==> config.mk <==
export PLATFORM = sky130hd
export DESIGN_NAME = mem_arbiter_flat
export DESIGN_NICKNAME = d
export VERILOG_FILES = /design/src/rtl/mem_arbiter_if.sv /design/src/rtl/mem_arbiter.sv /design/src/flat_wrapper.sv
export SDC_FILE = /design/constraint.sdc
export NUM_CORES = 1
export LEC_CHECK = 0
export ABC_AREA = 1
export BUFFER_PORTS_ARGS = -buffer_cell sky130_fd_sc_hd__buf_2
export CAP_MARGIN = 5
export CELL_PAD_IN_SITES_DETAIL_PLACEMENT = 0
export CELL_PAD_IN_SITES_GLOBAL_PLACEMENT = 1
export CORE_AREA = 5 5 122 124
export DETAILED_ROUTE_END_ITERATION = 16
export DIE_AREA = 0 0 127 129
export HOLD_SLACK_MARGIN = 0.1
export PLACE_DENSITY_LB_ADDON = 0.05
export REMOVE_ABC_BUFFERS = 1
export SYNTH_ARGS = -nofsm -noshare
export SYNTH_HDL_FRONTEND = slang
export SYNTH_SLANG_ARGS = --single-unit
==> constraint.sdc <==
create_clock -name clk -period 2.2 [get_ports clk]
set_clock_uncertainty 0.05 [all_clocks]
set_input_delay 0.44 -clock clk [delete_from_list [all_inputs] [get_ports clk]]
set_output_delay 0.44 -clock clk [all_outputs]
set_load 0.03 [all_outputs]
==> src/rtl/mem_arbiter_if.sv <==
// Request, fill-return and main-memory signals between the two caches,
// the memory arbiter and main memory.
interface mem_arbiter_if;
    logic        icache_req;
    logic [15:0] icache_addr;
    logic        dcache_req;
    logic        dcache_we;
    logic [15:0] dcache_addr;
    logic [15:0] dcache_wdata;
    logic        icache_grant;
    logic        dcache_grant;
    logic        icache_data_valid;
    logic        dcache_data_valid;
    logic [15:0] rdata;
    logic [2:0]  word_idx;
    logic        fill_done;
    logic        write_done;
    logic        mem_enable;
    logic        mem_wr;
    logic [15:0] mem_addr;
    logic [15:0] mem_wdata;
    logic [15:0] mem_rdata;
    logic        mem_data_valid;

    modport slave (
        input  icache_req, icache_addr, dcache_req, dcache_we, dcache_addr, dcache_wdata,
               mem_rdata, mem_data_valid,
        output icache_grant, dcache_grant, icache_data_valid, dcache_data_valid,
               rdata, word_idx, fill_done, write_done,
               mem_enable, mem_wr, mem_addr, mem_wdata
    );

    modport master (
        output icache_req, icache_addr, dcache_req, dcache_we, dcache_addr, dcache_wdata,
               mem_rdata, mem_data_valid,
        input  icache_grant, dcache_grant, icache_data_valid, dcache_data_valid,
               rdata, word_idx, fill_done, write_done,
               mem_enable, mem_wr, mem_addr, mem_wdata
    );
endinterface

==> src/rtl/mem_arbiter.sv <==
// Round-robin arbiter sharing one main-memory port between I-cache block
// fills and D-cache block fills / write-throughs.
module mem_arbiter #(
    parameter int unsigned MEM_LATENCY = 4,
    parameter int unsigned BLOCK_WORDS = 8
) (
    input  logic         clk,
    input  logic         rst,
    mem_arbiter_if.slave bus
);
    localparam int unsigned CNT_W = $clog2(BLOCK_WORDS + 1);
    localparam int unsigned LAT_W = (MEM_LATENCY > 1) ? $clog2(MEM_LATENCY) : 1;
    localparam logic [CNT_W-1:0] LAST_WORD = CNT_W'(BLOCK_WORDS - 1);
    localparam logic [CNT_W-1:0] ALL_WORDS = CNT_W'(BLOCK_WORDS);
    localparam logic [LAT_W-1:0] WR_LAST   = LAT_W'(MEM_LATENCY - 1);
    localparam logic [LAT_W-1:0] WR_PRE    = LAT_W'(MEM_LATENCY - 2);

    typedef enum logic [1:0] {IDLE, FILL, WRITE} state_t;

    state_t           state;
    logic [CNT_W-1:0] issue_cnt;
    logic [CNT_W-1:0] recv_cnt;
    logic [LAT_W-1:0] wr_cnt;
    logic             last_grant;   // 1: D-cache was served last
    logic [15:0]      base;
    logic             i_grant;
    logic             d_grant;
    logic             wr_done;
    logic             mem_en;
    logic             mem_we;
    logic [15:0]      mem_a;
    logic [15:0]      mem_d;
    logic             pick_d;
    logic             fill_valid;

    assign pick_d = bus.dcache_req && (!bus.icache_req || !last_grant);

    // Only returns that answer an outstanding read of the current fill count.
    assign fill_valid = (state == FILL) && bus.mem_data_valid && (recv_cnt < issue_cnt);

    always_ff @(posedge clk) begin
        if (rst) begin
            state      <= IDLE;
            issue_cnt  <= '0;
            recv_cnt   <= '0;
            wr_cnt     <= '0;
            last_grant <= 1'b0;
            base       <= '0;
            i_grant    <= 1'b0;
            d_grant    <= 1'b0;
            wr_done    <= 1'b0;
            mem_en     <= 1'b0;
            mem_we     <= 1'b0;
            mem_a      <= '0;
            mem_d      <= '0;
        end else begin
            case (state)
                IDLE: begin
                    if (bus.icache_req || bus.dcache_req) begin
                        last_grant <= pick_d;
                        i_grant    <= !pick_d;
                        d_grant    <= pick_d;
                        mem_en     <= 1'b1;
                        if (pick_d && bus.dcache_we) begin
                            state   <= WRITE;
                            wr_cnt  <= '0;
                            wr_done <= (MEM_LATENCY == 1);
                            mem_we  <= 1'b1;
                            mem_a   <= bus.dcache_addr;
                            mem_d   <= bus.dcache_wdata;
                        end else begin
                            state     <= FILL;
                            base      <= (pick_d ? bus.dcache_addr : bus.icache_addr) & 16'hFFF0;
                            mem_a     <= (pick_d ? bus.dcache_addr : bus.icache_addr) & 16'hFFF0;
                            issue_cnt <= CNT_W'(1);
                            recv_cnt  <= '0;
                        end
                    end
                end
                FILL: begin
                    if (issue_cnt < ALL_WORDS) begin
                        mem_en    <= 1'b1;
                        mem_a     <= base + (16'(issue_cnt) << 1);
                        issue_cnt <= issue_cnt + CNT_W'(1);
                    end else begin
                        mem_en <= 1'b0;
                        mem_a  <= '0;
                    end
                    if (fill_valid) begin
                        if (recv_cnt == LAST_WORD) begin
                            state     <= IDLE;
                            i_grant   <= 1'b0;
                            d_grant   <= 1'b0;
                            issue_cnt <= '0;
                            recv_cnt  <= '0;
                            mem_en    <= 1'b0;
                            mem_a     <= '0;
                        end else begin
                            recv_cnt <= recv_cnt + CNT_W'(1);
                        end
                    end
                end
                WRITE: begin
                    mem_en <= 1'b0;
                    mem_we <= 1'b0;
                    mem_a  <= '0;
                    mem_d  <= '0;
                    if (wr_cnt == WR_LAST) begin
                        state   <= IDLE;
                        i_grant <= 1'b0;
                        d_grant <= 1'b0;
                        wr_done <= 1'b0;
                        wr_cnt  <= '0;
                    end else begin
                        wr_cnt  <= wr_cnt + LAT_W'(1);
                        wr_done <= (wr_cnt == WR_PRE);
                    end
                end
                default: state <= IDLE;
            endcase
        end
    end

    // Fill words pass straight from memory to the granted cache.
    assign bus.icache_data_valid = fill_valid && i_grant;
    assign bus.dcache_data_valid = fill_valid && d_grant;
    assign bus.rdata             = fill_valid ? bus.mem_rdata : '0;
    assign bus.word_idx          = fill_valid ? 3'(recv_cnt) : '0;
    assign bus.fill_done         = fill_valid && (recv_cnt == LAST_WORD);
    assign bus.write_done        = wr_done;
    assign bus.icache_grant      = i_grant;
    assign bus.dcache_grant      = d_grant;
    assign bus.mem_enable        = mem_en;
    assign bus.mem_wr            = mem_we;
    assign bus.mem_addr          = mem_a;
    assign bus.mem_wdata         = mem_d;
endmodule

==> src/flat_wrapper.sv <==
// flat-port wrapper written by rule: the top's interface ports become plain ports
module mem_arbiter_flat 
#(
    parameter int unsigned MEM_LATENCY = 4,
    parameter int unsigned BLOCK_WORDS = 8
)
  (clk, rst, bus_icache_req, bus_icache_addr, bus_dcache_req, bus_dcache_we, bus_dcache_addr, bus_dcache_wdata, bus_mem_rdata, bus_mem_data_valid, bus_icache_grant, bus_dcache_grant, bus_icache_data_valid, bus_dcache_data_valid, bus_rdata, bus_word_idx, bus_fill_done, bus_write_done, bus_mem_enable, bus_mem_wr, bus_mem_addr, bus_mem_wdata);
  mem_arbiter_if bus_i ();
  input  logic clk;
  input  logic rst;
  input wire logic [$bits(bus_i.icache_req)-1:0] bus_icache_req;
  input wire logic [$bits(bus_i.icache_addr)-1:0] bus_icache_addr;
  input wire logic [$bits(bus_i.dcache_req)-1:0] bus_dcache_req;
  input wire logic [$bits(bus_i.dcache_we)-1:0] bus_dcache_we;
  input wire logic [$bits(bus_i.dcache_addr)-1:0] bus_dcache_addr;
  input wire logic [$bits(bus_i.dcache_wdata)-1:0] bus_dcache_wdata;
  input wire logic [$bits(bus_i.mem_rdata)-1:0] bus_mem_rdata;
  input wire logic [$bits(bus_i.mem_data_valid)-1:0] bus_mem_data_valid;
  output wire logic [$bits(bus_i.icache_grant)-1:0] bus_icache_grant;
  output wire logic [$bits(bus_i.dcache_grant)-1:0] bus_dcache_grant;
  output wire logic [$bits(bus_i.icache_data_valid)-1:0] bus_icache_data_valid;
  output wire logic [$bits(bus_i.dcache_data_valid)-1:0] bus_dcache_data_valid;
  output wire logic [$bits(bus_i.rdata)-1:0] bus_rdata;
  output wire logic [$bits(bus_i.word_idx)-1:0] bus_word_idx;
  output wire logic [$bits(bus_i.fill_done)-1:0] bus_fill_done;
  output wire logic [$bits(bus_i.write_done)-1:0] bus_write_done;
  output wire logic [$bits(bus_i.mem_enable)-1:0] bus_mem_enable;
  output wire logic [$bits(bus_i.mem_wr)-1:0] bus_mem_wr;
  output wire logic [$bits(bus_i.mem_addr)-1:0] bus_mem_addr;
  output wire logic [$bits(bus_i.mem_wdata)-1:0] bus_mem_wdata;
  assign bus_i.icache_req = bus_icache_req;
  assign bus_i.icache_addr = bus_icache_addr;
  assign bus_i.dcache_req = bus_dcache_req;
  assign bus_i.dcache_we = bus_dcache_we;
  assign bus_i.dcache_addr = bus_dcache_addr;
  assign bus_i.dcache_wdata = bus_dcache_wdata;
  assign bus_i.mem_rdata = bus_mem_rdata;
  assign bus_i.mem_data_valid = bus_mem_data_valid;
  assign bus_icache_grant = bus_i.icache_grant;
  assign bus_dcache_grant = bus_i.dcache_grant;
  assign bus_icache_data_valid = bus_i.icache_data_valid;
  assign bus_dcache_data_valid = bus_i.dcache_data_valid;
  assign bus_rdata = bus_i.rdata;
  assign bus_word_idx = bus_i.word_idx;
  assign bus_fill_done = bus_i.fill_done;
  assign bus_write_done = bus_i.write_done;
  assign bus_mem_enable = bus_i.mem_enable;
  assign bus_mem_wr = bus_i.mem_wr;
  assign bus_mem_addr = bus_i.mem_addr;
  assign bus_mem_wdata = bus_i.mem_wdata;
  mem_arbiter #(.MEM_LATENCY(MEM_LATENCY), .BLOCK_WORDS(BLOCK_WORDS)) u_core (.clk(clk), .rst(rst), .bus(bus_i));
endmodule
Word-level counts from Yosys, hierarchy flattened:

Cells that the tools add are included.

* register bits after elaboration: 62
* bits of input ports: 70
* output and inout bits: 59
* logic and storage cells: 107

* add/subtract/negate cells: 4
* order comparisons: 2
* equality and inequality tests: 11
* multiplexer cells: 52
* bitwise gates (word level): 1
* reduce and logical (&&, ||, !) cells: 24

Operator list (count)
* 2-to-1 mux 16 bit: 9
* case mux 16 bit (3 select lines): 1
* 2-to-1 mux 4 bit: 9
* case mux 16 bit (2 select lines): 1
* adder 16 x 5 -> 16 bit: 1
* 2-to-1 mux 2 bit: 8
* case mux 4 bit (2 select lines): 2
* 2-to-1 mux 1 bit: 14
* case mux 1 bit (3 select lines): 3
* AND reduction 3 bit: 3
* adder 4 x 1 -> 4 bit, second input constant: 2
* != test 2 x 1 -> 1 bit, second input constant: 4
* AND reduction 4 bit: 2
* logical AND 1 bit: 7
* equality test 2 bit, second input constant: 3
* case mux 2 bit (3 select lines): 1
* AND reduction 5 bit: 1
* equality test 4 x 3 -> 1 bit, second input constant: 1
* < comparator 4 bit: 1
* < comparator 4 bit, second input constant: 1
* != test 2 bit, second input constant: 2
* case mux 1 bit (2 select lines): 2
* case mux 2 bit (2 select lines): 1
* AND reduction 2 bit: 2
* 9 further kinds: 13

Depth between registers and ports, before layout:

Gate-level depths: netlist (run 1).

* depth after elaboration: 7
* gate-level depth with buffers: 11
* depth with buffers taken out: 11

Worst setup path after synthesis (run 1):

No wires, ideal clock.

* path type: flip-flop to output port
* start: register u_core.issue_cnt[3]
* end: output bus_dcache_data_valid
* arrival time: 1849 ps
* required time: 1710 ps
* slack: -139 ps
* stages on the path, launching flop included: 8
* path buffers: 1
* cells stage by stage: dfxtp_1 > inv_1 > ha_1 > nand2_1 > nor3b_4 > nand2_2 > clkbuf_1 > nor2_1

* longest elaborated chain between the ends: 3

RTL lines
* start, declared: RTL line mem_arbiter.sv:21 `logic [CNT_W-1:0] issue_cnt;`
* start signal, assigned: RTL line mem_arbiter.sv:84 `issue_cnt <= issue_cnt + CNT_W'(1);`
* < comparator 4 bit: RTL line mem_arbiter.sv:39 `assign fill_valid = (state == FILL) && bus.mem_data_valid && (recv_cnt < issue_cnt);`
* logical AND 1 bit: RTL line mem_arbiter.sv:39
* logical AND 1 bit: RTL line mem_arbiter.sv:126 `assign bus.dcache_data_valid = fill_valid && d_grant;`
* end, declared: RTL line flat_wrapper.sv:22 `output wire logic [$bits(bus_i.dcache_data_valid)-1:0] bus_dcache_data_valid;`

Every way passes these cells.

Worst setup path after layout (run 1):

* start: register u_core.recv_cnt[3]
* end: output bus_rdata[3]

* longest elaborated chain between the ends: 3

RTL lines
* start, declared: RTL line mem_arbiter.sv:22 `logic [CNT_W-1:0] recv_cnt;`
* start signal, assigned: RTL line mem_arbiter.sv:99 `recv_cnt <= recv_cnt + CNT_W'(1);`
* < comparator 4 bit: RTL line mem_arbiter.sv:39
* logical AND 1 bit: RTL line mem_arbiter.sv:39
* 2-to-1 mux 16 bit: RTL line mem_arbiter.sv:127 `assign bus.rdata = fill_valid ? bus.mem_rdata : '0;`
* end, declared: RTL line flat_wrapper.sv:23 `output wire logic [$bits(bus_i.rdata)-1:0] bus_rdata;`

Every way passes these cells.

==> summary.txt, run 1 <==
STA
  • Worst rel slew slack: 0.616
  • Final-report setup violation count: 15
  • Worst slew pin tran: slightly below 0.6 ns
  • Count of endpoints failing hold in the final timing report: 0
  • Achievable Freq: between 400 and 500 MHz
  • Slew Viols, Final: 0
  • Share of the cycle needed by the critical path after routing: 1.02
  • Setup TNS: -0.305 ns
  • Unrepaired setup endpoints after global routing: yes
  • Final critical delay including setup and external delays: roughly 2.2 ns
  • Final worst setup slack: -0.0342 ns

Finish
  • Total Nets Final: 690
  • Final instance area: between 4000 and 5000 um2
  • Number of diodes added for antenna fixing: 0
  • Most common library cell in the layout ignoring fill and taps: buf_2
  • Top library cells by usage in the layout, fill and taps aside: buf_2, nand2_1, inv_1
  • Post-route insts no fill: slightly below 800
  • Post-synthesis to final-layout area growth: 50.1%
  • Layout cells sized above 1: 0.408

Floorplan
  • Count of boundary I/O pins: approximately 130
  • Core region area: 13700 um2
  • Die Wd: about 130 um
  • Die extent in y: 129 um
  • Initial Util: 0.243
  • Die footprint: between 15000 and 20000 um2
  • Standard-cell rows: 43

Yosys
  • Yosys reg bits: 62
  • Leading cell types by total area after synthesis: dfxtp_1, nand2_1, inv_1, o21ai_0, a21oi_1
  • Synthesized area per cell: ~7.1 um2
  • Synthesized area: ~3300 um2
  • Number of distinct standard cells referenced by the synthesized netlist: 31
  • Number of standard cells after synthesis: 468
  • Seq/Total Area, Yosys: 0.373
  • Count of yosys warnings during synthesis: 0
  • Post-synthesis cell type with the largest combined area: dfxtp_1
  • Share of the synthesized area in the top cell type: 0.373

Worst setup path
  • R2R depth: 13
  • Arrival time at the worst endpoint: between 1.5 and 2 ns
  • Slowest library cell on the worst path: dfxtp_4
  • Largest stage delay on the critical path: around 0.35 ns
  • Family with the most delay on the worst path: buffers and inverters
  • Crit start category: flop
  • Crit end category: output port
  • Start-to-end type of the worst setup path: flop to output port
  • Most frequent cell on the critical path: buf_6
  • Chain of cells forming the critical path: ha_4, nand2_2, nor3b_4, buf_6, nand2_8, buf_8, nor2_4, buf_6
  • Crit path buffers/inverters: 3
  • Critical path depth: 8
  • Critical path fanouts, max: 7
  • Required time of the critical path: approximately 1.7 ns

Placed design
  • HPWL reported at the end of detailed placement: roughly 7300 um
  • Placed Instances: 760
  • Final estimated routing congestion in global placement: 0.691
  • Number of port buffers: between 100 and 150
  • Post-placement cell area: 4150 um2
  • Worst setup slack after placement: roughly 0.042 ns

Min path
  • Classification of the worst-slack hold path: input pin to flop
  • Worst Hold Path Cells: 3

Detailed routing
  • Average wire length per cell after detail routing: between 10 and 15 um
  • Remaining number of nets flagged by the antenna check after routing: 0
  • DRC Markers: 0
  • Drt total wl: 10900 um
  • Count of routing violations after the opening detailed-route iteration: 117
  • Average via count per standard cell: ~4.3
  • Number of vias after detailed routing: 3422
  • Drt first pass iters: 4

Pwr
  • Combinational group share of total power: 0.511
  • Peak supply drop: approximately 500 uV
  • Switching component of the power: slightly above 0.003 W
  • Leak pwr: between 2 and 2.5 nW
  • Clock network power share: 0.240
  • Sw frac: 0.439
  • Cell area power density: about 1400 nW/um2
  • Reg power frac: 0.249
  • Internal power of the cells: 0.00394 W

Global route
  • Vias in the first global route: 3434
  • Gr ovfl total: 0
  • Global-route wire length before repair: approximately 17000 um
  • Antenna violations before repair: 1
  • Maximum number of pins on one net before global-route repair: 33
  • All-Layer GR Usage: 0.133

Clock tree
  • Number of hold buffers added after CTS: 0
  • Clock tree from TritonCTS: done
  • Clock-pin slew of the registers on the worst-case setup and hold paths: 0.05 ns
  • Maximum clock insertion buffer count: 2
  • Number of H-tree branching levels: 3
  • Insertion delay of the later-clocked pin in the worst-skew pair: approximately 0.33 ns
  • # clock sinks: 62
  • Root buf cell: clkbuf_16
  • Total clock buffers created by CTS: 9

Run status
  • Result of the run: complete, but fails checks
  • Violated checks: negative setup slack

Run
  • Max-cap check violation count: 0
==> final timing paths <==
kind / from / to / slack, ns
min: bus_dcache_wdata[4] / u_core.bus.mem_wdata[4]$_SDFFE_PP0P_ / 0.32
max: u_core.recv_cnt[3]$_SDFFE_PP0P_ / bus_rdata[3] / -0.03
min reg2reg: u_core.bus.mem_wdata[9]$_SDFFE_PP0P_ / u_core.bus.mem_wdata[9]$_SDFFE_PP0P_ / 0.41
max reg2reg: u_core.issue_cnt[2]$_SDFFE_PP0P_ / u_core.bus.mem_addr[15]$_SDFFE_PP0P_ / 0.20
==> cell type report <==
type	count	area (um2)
clock buffers	13	260
clock inverters	3	90.1
fillers	1487	8670
inverters	72	270
multi-input cells	309	1870
flip-flops and latches	62	1250
well taps	180	225
repair buffers	154	1030
==> stage by stage <==
step | hold slack (ns) | power, W | util
floorplan | 0.394 | 0.00389 | -
detailed placement | 0.404 | 0.00497 | 0.303
global placement | 0.400 | 0.00495 | 0.303
CTS | 0.306 | 0.00707 | 0.360
finish | 0.319 | 0.00703 | 0.366
global route | 0.314 | 0.00758 | 0.366
==> per-layer routing <==
metal / global-route usage / routed length [um] / vias up
met3: 0.0390 / 540 / 23
met4: 0.0555 / 219 / 2
met5: 0 / 7 / -
met2: 0.220 / 5240 / 73
met1: 0.164 / 4930 / 1546
li1: - / - / 1778
==> synthesized netlist by cell type, drive strengths merged <==
library cell,count
a211oi,12
a21oi,48
a31oi,3
buf,9
clkbuf,18
dfxtp,62
ha,12
inv,72
nand2,86
nand3,23
nand4,5
nor2,51
nor3,2
nor3b,1
o211a,1
o211ai,1
o21ai,49
or2,12
xor2,1
==> power groups by stage <==
stage,clock network [W],registers [W],logic [W]
after CTS,0.00174,0.00176,0.00357
after floorplan,0,0.00224,0.00164
final,0.00169,0.00175,0.00360
after global placement,0,0.00176,0.00319
after detailed placement,0,0.00177,0.00320
after global routing,0.00179,0.00181,0.00398
==> worst register-to-register path, stage by stage, from the launching register on <==
cell,delay [ns]
dfxtp_2,0.33
inv_2,0.04
ha_2,0.30
nand2_1,0.05
inv_1,0.09
nand2_4,0.10
buf_4,0.16
nand3_4,0.07
buf_4,0.14
nand2_4,0.11
nor2_8,0.17
buf_4,0.17
nand2_1,0.05
a21oi_1,0.11
==> state kept, by name, indices dropped and copies added, names as in the netlist <==
| register | flops |
|---|---|
| u_core.bus.mem_addr | 16 |
| u_core.bus.mem_wdata | 16 |
| u_core.base | 12 |
| u_core.issue_cnt | 4 |
| u_core.recv_cnt | 4 |
| u_core.state | 2 |
| u_core.wr_cnt | 2 |
| u_core.bus.dcache_grant | 1 |
| u_core.bus.icache_grant | 1 |
| u_core.bus.mem_enable | 1 |
| u_core.bus.mem_wr | 1 |
| u_core.bus.write_done | 1 |
| u_core.last_grant | 1 |
==> kinds of logic (layout without fill, tap and decap cells) <==
logic type	Yosys count	after routing	share of synthesized area
AOI/OAI and AO/OA	114	114	0.197
xor gates and xnor gates	1	1	0.00263
adders and majority gates	12	12	0.0451
buffers and inverters	99	242	0.127
DFF	62	62	0.373
and+or+nand+nor	180	182	0.255
==> what timing repair did <==
action / in CTS / in global routing
resized for setup: 88 / 10
setup buffers: 12 / 3
pin swaps: 5 / 3
cloned: 2 / 0
endpoints found under the setup margin: 22 / 19
Note: power is estimated with default switching activity, not from simulation.
==> run 2: changes to the inputs <==
--- a/config.mk
+++ b/config.mk
@@ -15,7 +15,9 @@
 export DIE_AREA = 0 0 127 129
 export HOLD_SLACK_MARGIN = 0.1
 export PLACE_DENSITY_LB_ADDON = 0.05
+export RECOVER_POWER = 100
 export REMOVE_ABC_BUFFERS = 1
+export SLEW_MARGIN = 20
 export SYNTH_ARGS = -nofsm -noshare
 export SYNTH_HDL_FRONTEND = slang
 export SYNTH_SLANG_ARGS = --single-unit
==> run 2 against run 1 <==
- the run still ends with negative setup slack left
- sequential share of layout area up 0.35 points
- first-iteration DRC count increased by 7.7%
- global-route usage stayed put
- non-clock buffer count did not move
- register-to-register slack worse by 0.07 ns
- maximum frequency rose by 0.24%
- routed wire length is 0.36% higher
- core utilization decreased by 0.50 points
- hold slack gained 0.0083 ns
- design area decreased by 1.4%
- critical path depth is the same
- power shrank 1.7%
- critical endpoint unchanged
- largest power group unchanged
==> summary.txt, run 2 (synthesis results as in run 1) <==
Finish
  • Number of diodes added for antenna fixing: 0
  • Count of fill cells added during filler insertion: between 1500 and 2000
  • Total Nets Final: 690
  • Post-synthesis to final-layout area growth: 48.1%
  • Area taken by flip-flops and latches: 1250 um2
  • Post-route insts no fill: between 700 and 800
  • Layout cells sized above 1: 0.343
  • Post-Route Utilization: 0.360
  • Most common library cell in the layout ignoring fill and taps: nand2_1
  • Final instance area: 4930 um2
  • Area taken by multi-input logic gates: 1850 um2
  • Top library cells by usage in the layout, fill and taps aside: nand2_1, buf_2, inv_1

STA
  • Final-report setup violation count: 15
  • Worst slew pin tran: slightly above 0.5 ns
  • Count of endpoints failing hold in the final timing report: 0
  • Final worst setup slack: -0.0289 ns
  • Achievable Freq: between 400 and 500 MHz
  • Final critical delay including setup and external delays: between 2 and 2.5 ns
  • Unrepaired setup endpoints after global routing: yes
  • Worst rel slew slack: 0.659
  • Slew Viols, Final: 0
  • Setup TNS: -0.230 ns
  • Share of the cycle needed by the critical path after routing: 1.01

Placed design
  • Post-placement cell area: just over 4000 um2
  • Placed Instances: between 700 and 800
  • Number of port buffers: roughly 120
  • Worst setup slack after placement: between 0.04 and 0.05 ns
  • HPWL reported at the end of detailed placement: ~7300 um
  • Final estimated routing congestion in global placement: around 0.69

Worst setup path
  • Crit end category: output port
  • Arrival time at the worst endpoint: roughly 1.7 ns
  • Critical path fanouts, max: 7
  • Required time of the critical path: about 1.7 ns
  • Crit start category: flop
  • Start-to-end type of the worst setup path: flop to output port

Pwr
  • Internal power of the cells: 0.00384 W
  • Combinational group share of total power: 0.502
  • Sw frac: 0.445
  • Leak pwr: roughly 2.3 nW
  • Cell area power density: between 1000 and 1500 nW/um2
  • Switching component of the power: 0.00307 W
  • Peak supply drop: between 400 and 500 uV
  • Reg power frac: 0.255
  • Clock network power share: 0.243

Clock tree
  • Clock tree from TritonCTS: done
  • Number of H-tree branching levels: 3
  • Maximum clock insertion buffer count: 2
  • Clock-pin slew of the registers on the worst-case setup and hold paths: ~0.050 ns
  • Total clock buffers created by CTS: 9
  • Insertion delay of the later-clocked pin in the worst-skew pair: approximately 0.33 ns
  • # clock sinks: between 60 and 70
  • Root buf cell: clkbuf_16

Detailed routing
  • Number of vias after detailed routing: between 3000 and 4000
  • Count of routing violations after the opening detailed-route iteration: ~130
  • DRC Markers: 0
  • Average via count per standard cell: about 4.3
  • Drt total wl: around 11000 um
  • Average wire length per cell after detail routing: between 10 and 15 um
  • Remaining number of nets flagged by the antenna check after routing: 0
  • Drt first pass iters: 4

Global route
  • Vias in the first global route: ~3400
  • Gr ovfl total: 0
  • All-Layer GR Usage: 0.133
  • Maximum number of pins on one net before global-route repair: 33
  • Antenna violations before repair: 1
  • Global-route wire length before repair: between 15000 and 20000 um

Run status
  • Result of the run: complete, but fails checks
  • Violated checks: negative setup slack

Floorplan
  • Standard-cell rows: 43
  • Count of boundary I/O pins: 129
  • Die Wd: 127 um
  • Core region area: 13700 um2
  • Die extent in y: 129 um
  • Die footprint: 16400 um2
  • Initial Util: 0.243

Min path
  • Classification of the worst-slack hold path: input pin to flop

Run
  • Max-cap check violation count: 0
[run 2: changes by cell type in the layout (fill, tap and decap cells not counted), sizes merged]
cell,before,now
buf,154,115
clkbuf,13,52
[run 2: path summary, 6_finish.rpt]
kind / start / end / slack, ns / depth (start not counted)
setup reg to reg: u_core.issue_cnt[2]$_SDFFE_PP0P_ / u_core.bus.mem_addr[4]$_SDFFE_PP0P_ / 0.13 / 13
setup / recovery: u_core.recv_cnt[3]$_SDFFE_PP0P_ / bus_rdata[3] / -0.03 / 8
hold / removal: bus_dcache_wdata[9] / u_core.bus.mem_wdata[9]$_SDFFE_PP0P_ / 0.33 / 3
hold reg to reg: u_core.bus.mem_wdata[11]$_SDFFE_PP0P_ / u_core.bus.mem_wdata[11]$_SDFFE_PP0P_ / 0.41 / 2
[run 2: metal layers]
layer	GRT usage	routed length [um]	vias up
met4	0.0555	216	2
li1	-	-	1776
met3	0.0390	467	20
met5	0	7	-
met1	0.164	5040	1554
met2	0.220	5250	71
[run 2: power groups by stage]
stage / Combinational (W) / Sequential [W] / Clock [W]
after detailed placement: 0.00320 / 0.00177 / 0
after CTS: 0.00357 / 0.00176 / 0.00174
final: 0.00347 / 0.00176 / 0.00168
after floorplan: 0.00164 / 0.00224 / 0
after global placement: 0.00319 / 0.00176 / 0
after global routing: 0.00386 / 0.00182 / 0.00179
[run 2: cell type report]
class,instances,area share
inverters,72,0.0549
flip-flops and latches,62,0.255
clock inverters,3,0.0183
repair buffers,154,0.199
multi-input cells,309,0.375
clock buffers,13,0.0528
well taps,180,0.0457
[run 2: repair_timing]
item                                   CTS  global route
buffers inserted                        12             3
setup endpoints to repair               22            19
endpoints found under the hold margin    0             0
pin swaps                                5             3
gates resized for setup                 88            10
hold buffers                             0             0
gates cloned                             2             0
[run 2: per-stage QoR]
step / total power [W] / hold slack (ns)
detailed placement: 0.00497 / 0.404
global placement: 0.00495 / 0.400
global route: 0.00747 / 0.317
floorplan: 0.00389 / 0.394
finish: 0.00691 / 0.327
CTS: 0.00707 / 0.306
[run 2: worst max-delay path: stages, from the launching register on]
cell,delay [ns]
dfxtp_4,0.35
ha_4,0.24
nand2_2,0.05
nor3b_4,0.17
buf_6,0.17
nand2_8,0.08
buf_8,0.15
nor2_4,0.08
buf_6,0.14
